===== src/rtl/image_frame_sequencer.sv =====
// Single start/busy/done frame controller: reads every pixel, retires it PIPE_LAT cycles later, then streams file-order addresses.
// One pixel per cycle in PROC with no stalls; only the EMIT walk honours o_out_valid/i_out_ready backpressure.
module image_frame_sequencer #(
   parameter int WIDTH    = 768,
   parameter int HEIGHT   = 512,
   parameter int PIPE_LAT = 2,
   parameter int ADDR_W   = 20
) (
   input  logic              i_clk,
   input  logic              i_rst_n,
   input  logic              i_start,
   input  logic [2:0]        i_operation,
   output logic              o_busy,
   output logic              o_done,
   output logic              o_err,
   output logic [2:0]        o_op_out,
   output logic              o_rd_en,
   output logic [ADDR_W-1:0] o_rd_addr,
   output logic              o_wb_en,
   output logic [ADDR_W-1:0] o_wb_addr,
   output logic              o_out_valid,
   output logic [ADDR_W-1:0] o_out_addr,
   input  logic              i_out_ready
);

   localparam int N  = WIDTH * HEIGHT;
   localparam int XW = (WIDTH  > 1) ? $clog2(WIDTH)  : 1;
   localparam int YW = (HEIGHT > 1) ? $clog2(HEIGHT) : 1;

   localparam logic [ADDR_W-1:0] LAST_ADDR = ADDR_W'(N - 1);
   localparam logic [ADDR_W-1:0] COL_STEP  = ADDR_W'(HEIGHT);
   localparam logic [ADDR_W-1:0] TOP_ADDR  = ADDR_W'(HEIGHT - 1);
   localparam logic [XW-1:0]     X_LAST    = XW'(WIDTH - 1);
   localparam logic [YW-1:0]     Y_TOP     = YW'(HEIGHT - 1);

   typedef enum logic [2:0] {
      S_IDLE,
      S_PROC,
      S_DRAIN,
      S_EMIT,
      S_DONE
   } state_t;

   state_t r_state;
   state_t w_next;

   logic              r_err;
   logic [2:0]        r_op;
   logic [ADDR_W-1:0] r_rd_addr;
   logic [XW-1:0]     r_x;
   logic [YW-1:0]     r_y;
   logic [ADDR_W-1:0] r_out_addr;
   logic              r_dl_vld  [PIPE_LAT];
   logic [ADDR_W-1:0] r_dl_addr [PIPE_LAT];

   logic w_op_valid;
   logic w_accept;
   logic w_emit_last;
   logic w_last_wb;

   assign w_op_valid  = (i_operation != 3'd0) && (i_operation != 3'd7);
   assign w_emit_last = (r_x == X_LAST) && (r_y == '0);
   assign w_last_wb   = o_wb_en && (o_wb_addr == LAST_ADDR);

   assign o_err      = r_err;
   assign o_op_out   = r_op;
   assign o_rd_addr  = r_rd_addr;
   assign o_out_addr = r_out_addr;
   assign o_wb_en    = r_dl_vld[PIPE_LAT-1];
   assign o_wb_addr  = r_dl_addr[PIPE_LAT-1];

   always_ff @(posedge i_clk or negedge i_rst_n) begin
      if (!i_rst_n) begin
         r_state <= S_IDLE;
      end else begin
         r_state <= w_next;
      end
   end

   always_comb begin
      w_next      = r_state;
      o_busy      = 1'b0;
      o_done      = 1'b0;
      o_rd_en     = 1'b0;
      o_out_valid = 1'b0;
      w_accept    = 1'b0;
      case (r_state)
         S_IDLE: begin
            if (i_start && w_op_valid) begin
               w_next = S_PROC;
            end
         end
         S_PROC: begin
            o_busy  = 1'b1;
            o_rd_en = 1'b1;
            if (r_rd_addr == LAST_ADDR) begin
               w_next = S_DRAIN;
            end
         end
         S_DRAIN: begin
            o_busy = 1'b1;
            if (w_last_wb) begin
               w_next = S_EMIT;
            end
         end
         S_EMIT: begin
            o_busy      = 1'b1;
            o_out_valid = 1'b1;
            w_accept    = i_out_ready;
            if (w_accept && w_emit_last) begin
               w_next = S_DONE;
            end
         end
         S_DONE: begin
            // busy drops together with the done pulse
            o_done = 1'b1;
            w_next = S_IDLE;
         end
         default: begin
            w_next = S_IDLE;
         end
      endcase
   end

   always_ff @(posedge i_clk or negedge i_rst_n) begin
      if (!i_rst_n) begin
         r_err      <= 1'b0;
         r_op       <= 3'd0;
         r_rd_addr  <= '0;
         r_x        <= '0;
         r_y        <= '0;
         r_out_addr <= '0;
      end else begin
         r_err <= (r_state == S_IDLE) && i_start && !w_op_valid;
         if ((r_state == S_IDLE) && i_start && w_op_valid) begin
            r_op <= i_operation;
         end
         if (o_rd_en) begin
            r_rd_addr <= (r_rd_addr == LAST_ADDR) ? '0 : r_rd_addr + ADDR_W'(1);
         end
         // out_addr tracks x*HEIGHT+y incrementally so no multiplier is needed
         if ((r_state == S_DRAIN) && w_last_wb) begin
            r_x        <= '0;
            r_y        <= Y_TOP;
            r_out_addr <= TOP_ADDR;
         end else if (w_accept && !w_emit_last) begin
            if (r_x == X_LAST) begin
               r_x        <= '0;
               r_y        <= r_y - YW'(1);
               r_out_addr <= ADDR_W'(r_y) - ADDR_W'(1);
            end else begin
               r_x        <= r_x + XW'(1);
               r_out_addr <= r_out_addr + COL_STEP;
            end
         end
      end
   end

   always_ff @(posedge i_clk or negedge i_rst_n) begin
      if (!i_rst_n) begin
         for (int i = 0; i < PIPE_LAT; i++) begin
            r_dl_vld[i]  <= 1'b0;
            r_dl_addr[i] <= '0;
         end
      end else begin
         r_dl_vld[0]  <= o_rd_en;
         r_dl_addr[0] <= o_rd_addr;
         for (int i = 1; i < PIPE_LAT; i++) begin
            r_dl_vld[i]  <= r_dl_vld[i-1];
            r_dl_addr[i] <= r_dl_addr[i-1];
         end
      end
   end

endmodule


===== config.mk =====
export PLATFORM = sky130hd
export DESIGN_NAME = image_frame_sequencer
export DESIGN_NICKNAME = d
export VERILOG_FILES = /design/src/rtl/image_frame_sequencer.sv
export SDC_FILE = /design/constraint.sdc
export NUM_CORES = 1
export LEC_CHECK = 0
export CORE_MARGIN = 1.5
export CORE_UTILIZATION = 49
export DETAILED_ROUTE_END_ITERATION = 8
export PLACE_DENSITY = 0.75
export SLEW_MARGIN = 20
export SYNTH_ARGS = -nofsm -noshare
export SYNTH_HDL_FRONTEND = slang
export SYNTH_SLANG_ARGS = --single-unit

===== constraint.sdc =====
create_clock -name i_clk -period 1.8 [get_ports i_clk]
set_input_delay 0.36 -clock i_clk [delete_from_list [all_inputs] [get_ports i_clk]]
set_output_delay 0.36 -clock i_clk [all_outputs]
set_load 0.02 [all_outputs]

==> results of run 1 <==
[layout by cell type, fill, tap and decap left out, types with 4 or more instances in the layout]
cell             count
inv_1                9
o22ai_1              4
nor2_1              37
dlymetal6s2s_1      13
clkdlybuf4s50_1     23
o31ai_1              4
dfrtp_1            106
a211oi_1             4
nand4_1             18
nand2_1             39
a21oi_2              5
and4_1               5
buf_12               4
a21oi_1             18
nor2b_1              4
dlygate4sd2_1       34
and3_1               8
buf_4               86
clkbuf_8             9
xnor2_1             12
nand3_1             14
o211ai_1             9
nor3_1               9
o21ai_1              4
xor2_1              19
nor2_2               4
nand3_2              5
nor3_2              12
a31oi_1              4
buf_6                7
o21ai_0              6
[critical path: stages, from the launching register on]
cell and delay, ps:
dfrtp_1 390, or3b_4 400, or4_4 450, or3_4 420, o211ai_2 80, nand2_1 70
[through the flow]
| stage | total power, mW | TNS [ps] | cell area, µm² | worst slack, ps | util (%) |
|---|---|---|---|---|---|
| 2_1_floorplan | 3.04 | 0 | 4950 | 3.41 | - |
| 3_3_place_gp | 3.40 | -5200 | 6240 | -240 | 63.9 |
| 3_5_place_dp | 3.44 | -6760 | 6240 | -308 | 63.9 |
| 4_1_cts | 4.81 | -567 | 6600 | -103 | 67.5 |
| 5_1_grt | 5.07 | -3120 | 6840 | -178 | 70.0 |
| 6_report | 4.86 | -1150 | 6840 | -106 | 70.0 |
[power by group through the flow]
stage                     Clock (mW)  Combinational, mW  Sequential (mW)
after global placement             0              0.702             2.70
after floorplan                    0              0.254             2.79
final                           1.36              0.817             2.69
after detailed placement           0              0.727             2.71
after global routing            1.48              0.886             2.70
after CTS                       1.39              0.749             2.67
[cell families after synthesis]
| group | after synthesis | share of synthesized area, % |
|---|---|---|
| compound gates | 74 | 9.59 |
| buf+inv | 43 | 5.94 |
| mux | 4 | 0.835 |
| fa+ha+maj | 4 | 1.01 |
| flops | 108 | 54.6 |
| simple gates | 193 | 22.3 |
| xor+xnor | 32 | 5.67 |
[registers in the layout (all words and copies together), names as in the netlist]
register    count
o_out_addr     20
o_rd_addr      20
o_wb_addr      20
r_dl_addr      20
r_x            10
r_y             9
o_op_out        3
r_state         3
o_err           1
o_wb_en         1
r_dl_vld        1
[path summary, 6_finish.rpt]
path	from	endpoint	slack [ps]
worst max-delay path	o_wb_addr[19]$_DFF_PN0_	o_out_addr[11]$_DFFE_PN0P_	-110
worst min-delay path	i_rst_n	o_out_addr[3]$_DFFE_PN0P_	340
worst max register to register	o_wb_addr[19]$_DFF_PN0_	o_out_addr[11]$_DFFE_PN0P_	-110
worst min register to register	r_dl_addr[25]$_DFF_PN0_	o_wb_addr[5]$_DFF_PN0_	360
max in group asynchronous	i_rst_n	o_op_out[2]$_DFFE_PN0P_	910
min in group i_clk	r_dl_addr[25]$_DFF_PN0_	o_wb_addr[5]$_DFF_PN0_	360
[cell type report]
cell class | count | area (µm²) | area share [%]
multi-input cells | 307 | 2190 | 32.0
clock inverters | 5 | 42.5 | 0.622
repair buffers | 174 | 1560 | 22.8
clock buffers | 11 | 131 | 1.92
well taps | 133 | 166 | 2.43
flip-flops and latches | 108 | 2710 | 39.5
inverters | 10 | 42.5 | 0.622
[layer usage]
layer  part of all wire, %  up-vias  wire [µm]
li1                      -     1915          -
met1                    41     2049       5070
met2                    52      123       6500
met3                   5.6       20        696
met4                   1.8        0        231
met5                     0        -          0
[timing repair]
item / CTS / global route
pin swaps: 16 / 24
hold buffers: 1 / 0
cloned: 0 / 2
endpoints found under the hold margin: 17 / 0
resized for setup: 81 / 50
setup buffers: 7 / 10
setup endpoints to repair: 79 / 61
==> summary.md, run 1 <==
| Metric | Value |
|---|---|
| Final worst slack | `-106 ps` |
| Unrepaired setup endpoints after global routing | `true` |
| Kind of path behind the tightest hold check | `primary input to asynchronous set/reset pin` |
| Placed cell count | `712` |
| Power per unit of standard cell area | `710 nW/µm²` |
| Net switching power figure | `1.42 mW` |
| Rows | `36` |
| Register share of total power | `55.3%` |
| Max-cap viol count | `0` |
| Gate count after technology mapping | `458` |
| Placer congestion estimate | `0.919` |
| Synthesized area per cell | `10.8 µm²` |
| Flip-flop cell with the highest count after synthesis | `dfrtp_1` |
| Violated checks | `negative setup slack` |
| Area enclosed by the die boundary | `10,700 µm²` |
| Tightest slew margin relative to the limit | `71.5%` |
| Residual antenna-violating net count after detailed routing | `0` |
| Pin count of the biggest net entering global routing | `51` |
| Yosys warning total | `0` |
| Required time of the critical path | `2050 ps` |
| M3 GR Usage | `6.72%` |
| Die width | `103 µm` |
| Number of pins with negative max-slew slack in the final report | `0` |
| Number of fill cells in the layout | `744` |
| Comb pwr share | `16.8%` |
| Met1 Usage GRT | `26.2%` |
| Initial DRC count | `170` |
| CTS tree | `yes` |
| Number of synthesized register bits | `108` |
| Clock share of power | `27.9%` |
| CTS sink count | `108` |
| First-pass GRT wire length | `18,400 µm` |
| Peak-usage layer in the global routing report | `met2` |
| CTS clock-pin slew for the worst setup and hold paths | `100 ps` |
| Vias per Instance | `5.49` |
| Core area | `9770 µm²` |
| Number of diodes added for antenna fixing | `0` |
| Depth of the most critical reg-to-reg path | `5` |
| Antenna violations before repair | `0` |
| Synthesis-to-finish area growth | `38.3%` |
| Final hold vios | `0` |
| Overall global routing resource usage | `22.5%` |
| Routed Wire Length | `12,500 µm` |
| Min cycle time layout | `1910 ps` |
| Worst vdd rail ir drop | `0.000728 V` |
| Critical path fanouts, max | `2` |
| Critical path startpoint category | `flip-flop` |
| Tcrit/Tclk final | `106%` |
| Post-synth top area share | `54.6%` |
| H-tree levels | `3` |
| Most common library cells after synthesis | `dfrtp_1 (108), nand2_1 (43), nor2_1 (40)` |
| Number of buffers inserted during clock tree synthesis | `9` |
| Achievable clock frequency | `0.525 GHz` |
| Remaining routing DRC violations | `0` |
| Met2 global-route usage | `39.8%` |
| Outcome | `finished with violations` |
| Number of flops mapped to enable cells by yosys | `0` |
| CP Data Arrival Time | `2160 ps` |
| Cell internal pwr | `3.44 mW` |
| Maximum number of buffers from clock root to sink | `2` |
| Setup clock skew after layout | `13.6 ps` |
| Via count of the first global-routing pass | `3,867` |
| Initial core utilization | `50.6%` |
| Layout cells sized above 1 | `30.1%` |
| Share of synthesized area occupied by flip-flops and latches | `54.6%` |
| Number of distinct library cells after synthesis | `60` |
| Critical path capture point type | `flip-flop` |
| Worst Setup Path Type | `flip-flop to flip-flop` |
| Overflow left after global routing | `0` |
| Worst-Skew Late Latency | `370 ps` |
| Buffer type at the clock tree root | `clkbuf_8` |
| Async S/R FF share, synth | `100%` |
| Pin slew with the least headroom to its limit | `427 ps` |
| Number of detailed-routing iterations run before antenna repair | `4` |
| Count of input and output buffers | `75` |
| Detail-routed net length per standard cell | `16.7 µm` |
| LEAKAGE | `3.38 nW` |
| Worst hold slack | `338 ps` |
| Post-synthesis net count | `469` |
| Leading cell types by total area after synthesis | `dfrtp_1 (55%), buf_4 (3.5%), xor2_1 (3.4%)` |
| Final HPWL DP | `8270 µm` |
| Total via count after detailed routing | `4,107` |
| Switching power as a share of total power | `29.2%` |
| Number of nets in the layout | `621` |
| Fin cells | `748` |
| I/O pin total | `76` |
| Synthesized cell area | `4950 µm²` |
| Final setup viols | `20` |
| Die Span Y | `103 µm` |
| Most used standard cell by instance count after synthesis | `dfrtp_1` |
| Post-synth top area cell | `dfrtp_1` |
(Power assumes the default switching activity.)
==> inputs of run 2 (changes only) <==
--- a/config.mk
+++ b/config.mk
@@ -13,3 +13,4 @@
 export SYNTH_ARGS = -nofsm -noshare
 export SYNTH_HDL_FRONTEND = slang
 export SYNTH_SLANG_ARGS = --single-unit
+export TNS_END_PERCENT = 10
==> summary.md, run 2 (synthesis gave the netlist of run 1 again) <==
| Metric | Value |
|---|---|
| Number of buffers inserted during clock tree synthesis | `9 (unchanged)` |
| Area enclosed by the die boundary | `10,700 µm² (unchanged)` |
| Required time of the critical path | `2060 ps (was 2050 ps)` |
| Overall global routing resource usage | `22.2% (was 22.5%)` |
| Peak-usage layer in the global routing report | `met2 (unchanged)` |
| Outcome | `finished with violations (unchanged)` |
| CTS tree | `yes (unchanged)` |
| Final worst slack | `-96.5 ps (was -106 ps)` |
| Worst-Skew Late Latency | `370 ps (about the same)` |
| Post-Layout Inst Area | `6680 µm² (was 6840 µm²)` |
| H-tree levels | `3 (unchanged)` |
| Final hold vios | `0 (unchanged)` |
| First-pass GRT wire length | `18,100 µm (was 18,400 µm)` |
| Summed negative setup slack over all endpoints | `-1290 ps (was -1150 ps)` |
| Number of fill cells in the layout | `753 (was 744)` |
| Worst reg2reg endpoint | `o_out_addr[11]$_DFFE_PN0P_ (unchanged)` |
| Final Power | `4.79 mW (was 4.86 mW)` |
| Maximum number of buffers from clock root to sink | `2 (unchanged)` |
| Achievable clock frequency | `0.527 GHz (was 0.525 GHz)` |
| Placed cell count | `712 (unchanged)` |
| Commonest cells after routing, fill and taps aside | `dfrtp_1 (107), buf_4 (84), nand2_1 (39) (was dfrtp_1 (106), buf_4 (86), nand2_1 (39))` |
| Setup crit start | `o_wb_addr[19]$_DFF_PN0_ (unchanged)` |
| Routed Wire Length | `11,800 µm (was 12,500 µm)` |
| Rows | `36 (unchanged)` |
| Via count of the first global-routing pass | `3,803 (was 3,867)` |
| Final HPWL DP | `8270 µm (unchanged)` |
| Crit path max-delay cell type | `or4_4 (unchanged)` |
| Placer congestion estimate | `0.919 (unchanged)` |
| Power per unit of standard cell area | `717 nW/µm² (was 710 nW/µm²)` |
| CTS sink count | `108 (unchanged)` |
| Minimum setup slack among reg-to-reg paths | `-100 ps (was -110 ps)` |
| Startpoint of the most critical register-to-register path | `o_wb_addr[19]$_DFF_PN0_ (unchanged)` |
| Remaining routing DRC violations | `0 (unchanged)` |
| Share of the core filled with cells | `68.4% (was 70.0%)` |
| Buffer type at the clock tree root | `clkbuf_8 (unchanged)` |
| Post-DP Area | `6240 µm² (unchanged)` |
| Total via count after detailed routing | `3,982 (was 4,107)` |
| I/O pin total | `76 (unchanged)` |
| Pin count of the biggest net entering global routing | `51 (unchanged)` |
| Final setup viols | `28 (was 20)` |
| Antenna violations before repair | `0 (unchanged)` |
| Tcrit/Tclk final | `105% (was 106%)` |
| Family with the most delay on the worst path | `simple AND/OR/NAND/NOR gates (unchanged)` |
| Tightest slew margin relative to the limit | `70.8% (was 71.5%)` |
| Kind of path behind the tightest hold check | `primary input to asynchronous set/reset pin (unchanged)` |
| CP Data Arrival Time | `2150 ps (was 2160 ps)` |
| Depth of the most critical reg-to-reg path | `5 (unchanged)` |
| Fin cells | `740 (was 748)` |
| Buffering stage count on the worst path with inverters included | `0 (unchanged)` |
| Number of detailed-routing iterations run before antenna repair | `4 (unchanged)` |
| Initial DRC count | `190 (was 170)` |
| Setup clock skew after layout | `13.5 ps (was 13.6 ps)` |
| M3 GR Usage | `6.85% (was 6.72%)` |
| Met1 Usage GRT | `26.0% (was 26.2%)` |
| Number of pins with negative max-slew slack in the final report | `0 (unchanged)` |
| LEAKAGE | `3.31 nW (was 3.38 nW)` |
| Detail-routed net length per standard cell | `15.9 µm (was 16.7 µm)` |
| Critical path capture point type | `flip-flop (unchanged)` |
| Die Span Y | `103 µm (unchanged)` |
| CTS clock-pin slew for the worst setup and hold paths | `100 ps (about the same)` |
| Number of cells on the critical path | `5 (unchanged)` |
| Critical path fanouts, max | `2 (unchanged)` |
| Violated checks | `negative setup slack (unchanged)` |
| Core area | `9770 µm² (unchanged)` |
| Vias per Instance | `5.38 (was 5.49)` |
| Unrepaired setup endpoints after global routing | `true (unchanged)` |
| Layout cells sized above 1 | `27.3% (was 30.1%)` |
| Overflow left after global routing | `0 (unchanged)` |
| Count of input and output buffers | `75 (unchanged)` |
| Worst vdd rail ir drop | `0.000724 V (was 0.000728 V)` |
| Pin slew with the least headroom to its limit | `438 ps (was 427 ps)` |
| Initial core utilization | `50.6% (unchanged)` |
| Critical path, cell by cell | `or3b_4, or4_4, or3_4, o211ai_2, nand2_1 (unchanged)` |
| Worst hold slack | `338 ps (about the same)` |
| Critical path startpoint category | `flip-flop (unchanged)` |
| Met2 global-route usage | `39.0% (was 39.8%)` |
| Synthesis-to-finish area growth | `35.1% (was 38.3%)` |
| Residual antenna-violating net count after detailed routing | `0 (unchanged)` |
| Post-placement worst setup slack | `-308 ps (unchanged)` |
| Most frequent standard cell in the layout excluding fill and tap cells | `dfrtp_1 (unchanged)` |
| Capture point of the critical path | `o_out_addr[11]$_DFFE_PN0P_ (unchanged)` |
| Worst Setup Path Type | `flip-flop to flip-flop (unchanged)` |
| Die width | `103 µm (unchanged)` |
| Number of nets in the layout | `613 (was 621)` |
| Number of diodes added for antenna fixing | `0 (unchanged)` |
| Min cycle time layout | `1900 ps (was 1910 ps)` |
| Max-cap viol count | `0 (unchanged)` |
| Slowest Stage Delay on Critical Path | `450 ps (about the same)` |
## run 2: cell count changes in the layout (fill, tap and decap cells not counted), moves of 2 or more
| cell | previous run | this run |
|---|---|---|
| nor3_1 | 9 | 16 |
| nor3_2 | 12 | 5 |
| dlygate4sd2_1 | 34 | 30 |
| a21oi_1 | 18 | 21 |
| a21oi_2 | 5 | 2 |
| nand3_2 | 5 | 2 |
| o21ai_1 | 4 | 1 |
| buf_4 | 86 | 84 |
| buf_6 | 7 | 5 |
| nand3_1 | 14 | 16 |
## run 2: cell type report
cell class                      count  area [µm²]  share of cell area [%]
Inverter                           10        42.5                   0.637
Multi-Input combinational cell    307        2110                    31.6
Timing Repair Buffer              166        1480                    22.2
Sequential cell                   108        2700                    40.5
Clock inverter                      5        42.5                   0.637
Tap cell                          133         166                    2.49
Clock buffer                       11         131                    1.97
## run 2: worst min path at each step
stage / endpoint / slack [ps] / cells after the start
after CTS: o_out_addr[3]$_DFFE_PN0P_ / 320 / 2
after detailed placement: o_out_addr[3]$_DFFE_PN0P_ / 190 / 1
final: o_out_addr[3]$_DFFE_PN0P_ / 340 / 2
after floorplan: o_err$_DFF_PN0_ / 60 / 0
after global placement: o_out_addr[6]$_DFFE_PN0P_ / 190 / 1
after global routing: o_out_addr[5]$_DFFE_PN0P_ / 350 / 2
## run 2: repair_timing
action / CTS / global route
pin swaps: 7 / 24
resized for setup: 64 / 48
cloned: 0 / 1
hold endpoints to repair: 17 / 0
endpoints found under the setup margin: 79 / 60
hold buffers: 1 / 0
setup buffers: 2 / 8
## run 2: report_power, final
part	switching [mW]	internal [mW]
Clock	0.833	0.523
Combinational	0.409	0.352
Sequential	0.139	2.54
## run 2: layer usage
| layer | up-vias | wire length, µm |
|---|---|---|
| li1 | 1893 | - |
| met1 | 1984 | 4920 |
| met2 | 95 | 6060 |
| met3 | 10 | 634 |
| met4 | 0 | 165 |
| met5 | - | 0 |
==> inputs of run 3 (changes only) <==
--- a/config.mk
+++ b/config.mk
@@ -8,6 +8,7 @@
 export CORE_MARGIN = 1.5
 export CORE_UTILIZATION = 49
 export DETAILED_ROUTE_END_ITERATION = 8
+export MAX_ROUTING_LAYER = met4
 export PLACE_DENSITY = 0.75
 export SLEW_MARGIN = 20
 export SYNTH_ARGS = -nofsm -noshare
==> summary.md, run 3 (synthesis gave the netlist of run 1 again) <==
| Metric | Value |
|---|---|
| Outcome | `finished with violations (unchanged)` |
| Violated checks | `negative setup slack (unchanged)` |
| Share of the core filled with cells | `68.1% (was 68.4%)` |
| Achievable clock frequency | `0.533 GHz (was 0.527 GHz)` |
| Residual antenna-violating net count after detailed routing | `0 (unchanged)` |
| Rows | `36 (unchanged)` |
| Placed cell count | `711 (was 712)` |
| Slowest Stage Delay on Critical Path | `430 ps (was 450 ps)` |
| Kind of path behind the tightest hold check | `primary input to asynchronous set/reset pin (unchanged)` |
| Layout cells sized above 1 | `26.3% (was 27.3%)` |
| CTS sink count | `108 (unchanged)` |
| I/O pin total | `76 (unchanged)` |
| Final worst slack | `-77.3 ps (was -96.5 ps)` |
| Initial core utilization | `50.6% (unchanged)` |
| Overall global routing resource usage | `24.0% (was 22.2%)` |
| Comb pwr share | `16.2% (was 15.9%)` |
| Pin slew with the least headroom to its limit | `422 ps (was 438 ps)` |
| Min cycle time layout | `1880 ps (was 1900 ps)` |
| Maximum number of buffers from clock root to sink | `2 (unchanged)` |
| Vias per Instance | `5.53 (was 5.38)` |
| CTS tree | `yes (unchanged)` |
| Buffering stage count on the worst path with inverters included | `0 (unchanged)` |
| Tightest slew margin relative to the limit | `71.5% (was 70.8%)` |
| Number of nets in the layout | `608 (was 613)` |
| Number of diodes added for antenna fixing | `0 (unchanged)` |
| Final HPWL DP | `8360 µm (was 8270 µm)` |
| Area enclosed by the die boundary | `10,700 µm² (unchanged)` |
| Remaining routing DRC violations | `0 (unchanged)` |
| Pin count of the biggest net entering global routing | `51 (unchanged)` |
| Initial DRC count | `164 (was 190)` |
| Critical path, cell by cell | `or3b_4, or4_4, or3_4, nand2_2, o21ai_1 (was or3b_4, or4_4, or3_4, o211ai_2, nand2_1)` |
| Final setup viols | `6 (was 28)` |
| Number of buffers inserted during clock tree synthesis | `9 (unchanged)` |
| Cell internal pwr | `3.46 mW (was 3.41 mW)` |
| Count of input and output buffers | `75 (unchanged)` |
| Overflow left after global routing | `0 (unchanged)` |
| Critical path capture point type | `flip-flop (unchanged)` |
| Fin cells | `734 (was 740)` |
| LEAKAGE | `3.11 nW (was 3.31 nW)` |
| Worst vdd rail ir drop | `0.000819 V (was 0.000724 V)` |
| Clock share of power | `28.3% (about the same)` |
| Net switching power figure | `1.39 mW (was 1.38 mW)` |
| Switching power as a share of total power | `28.6% (was 28.8%)` |
| Max-cap viol count | `0 (unchanged)` |
| Total via count after detailed routing | `4,058 (was 3,982)` |
| Placer congestion estimate | `0.955 (was 0.919)` |
| Crit path max-delay cell type | `or4_4 (unchanged)` |
| Die width | `103 µm (unchanged)` |
| CP Data Arrival Time | `2130 ps (was 2150 ps)` |
| Power per unit of standard cell area | `728 nW/µm² (was 717 nW/µm²)` |
| Worst Setup Path Type | `flip-flop to flip-flop (unchanged)` |
| Buffer type at the clock tree root | `clkbuf_8 (unchanged)` |
| Tcrit/Tclk final | `104% (was 105%)` |
| Post-Layout Inst Area | `6660 µm² (was 6680 µm²)` |
| Post-placement worst setup slack | `-322 ps (was -308 ps)` |
| Commonest cells after routing, fill and taps aside | `dfrtp_1 (108), buf_4 (75), clkdlybuf4s50_1 (43) (was dfrtp_1 (107), buf_4 (84), nand2_1 (39))` |
| Number of detailed-routing iterations run before antenna repair | `4 (unchanged)` |
| Synthesis-to-finish area growth | `34.6% (was 35.1%)` |
| Register share of total power | `55.5% (was 55.8%)` |
| Detail-routed net length per standard cell | `16.4 µm (was 15.9 µm)` |
| Unrepaired setup endpoints after global routing | `true (unchanged)` |
| Number of pins with negative max-slew slack in the final report | `0 (unchanged)` |
| Antenna violations before repair | `0 (unchanged)` |
| Post-DP Area | `6240 µm² (about the same)` |
| Final Power | `4.85 mW (was 4.79 mW)` |
| Routed Wire Length | `12,000 µm (was 11,800 µm)` |
| Core area | `9770 µm² (unchanged)` |
| Critical path fanouts, max | `2 (unchanged)` |
| Final hold vios | `0 (unchanged)` |
| Required time of the critical path | `2050 ps (was 2060 ps)` |
| Worst-Skew Late Latency | `370 ps (about the same)` |
| Via count of the first global-routing pass | `4,020 (was 3,803)` |
| CTS clock-pin slew for the worst setup and hold paths | `100 ps (about the same)` |
| Family with the most delay on the worst path | `simple AND/OR/NAND/NOR gates (unchanged)` |
| First-pass GRT wire length | `19,100 µm (was 18,100 µm)` |
| Critical path startpoint category | `flip-flop (unchanged)` |
| Most frequent standard cell in the layout excluding fill and tap cells | `dfrtp_1 (unchanged)` |
| H-tree levels | `3 (unchanged)` |
| Setup clock skew after layout | `9.96 ps (was 13.5 ps)` |
| Die Span Y | `103 µm (unchanged)` |
-- run 3: metrics by stage --
stage / hold slack (ps) / TNS [ps]
final: 342 / -200
after global placement: 187 / -5250
after floorplan: 64.4 / 0
after global routing: 338 / -2830
after detailed placement: 190 / -7430
after CTS: 336 / -204
-- run 3: timing repair --
action / CTS / global route
gates cloned: 0 / 2
gates resized for setup: 57 / 33
endpoints found under the hold margin: 3 / 0
setup endpoints to repair: 65 / 76
hold buffers: 1 / 0
pin swaps: 6 / 14
setup buffers: 0 / 5
-- run 3: path summary, 6_finish.rpt --
check                                   startpoint                    endpoint  slack (ps)  cells past startpoint
min in group i_clk         r_dl_addr[26]$_DFF_PN0_      o_wb_addr[6]$_DFF_PN0_         350                      0
setup / recovery           o_wb_addr[19]$_DFF_PN0_  o_out_addr[13]$_DFFE_PN0P_         -80                      5
hold reg to reg            r_dl_addr[26]$_DFF_PN0_      o_wb_addr[6]$_DFF_PN0_         350                      0
hold / removal                             i_rst_n   o_out_addr[3]$_DFFE_PN0P_         340                      2
setup reg to reg           o_wb_addr[19]$_DFF_PN0_  o_out_addr[13]$_DFFE_PN0P_         -80                      5
max in group asynchronous                  i_rst_n             o_err$_DFF_PN0_         910                      3
-- run 3: power groups by stage --
stage,sequential (mW),combinational (mW),clock (mW)
final,2.69,0.784,1.37
after global routing,2.70,0.862,1.50
after CTS,2.66,0.714,1.42
after detailed placement,2.71,0.723,0
after global placement,2.70,0.702,0
after floorplan,2.79,0.254,0
-- run 3: cell type report --
class                           count  area (µm²)
Inverter                           10        42.5
Timing Repair Buffer              161        1420
Tap cell                          133         166
Clock buffer                       10         138
Fill cell                         747        3120
Multi-Input combinational cell    307        2140
Clock inverter                      5        45.0
Sequential cell                   108        2700
-- run 3: metal layers --
metal	up-vias	routed length, µm	track usage (%)
met5	-	0	-
met2	148	6250	41.2
met3	17	793	6.18
met4	0	160	5.30
met1	2007	4810	28.5
li1	1886	-	-
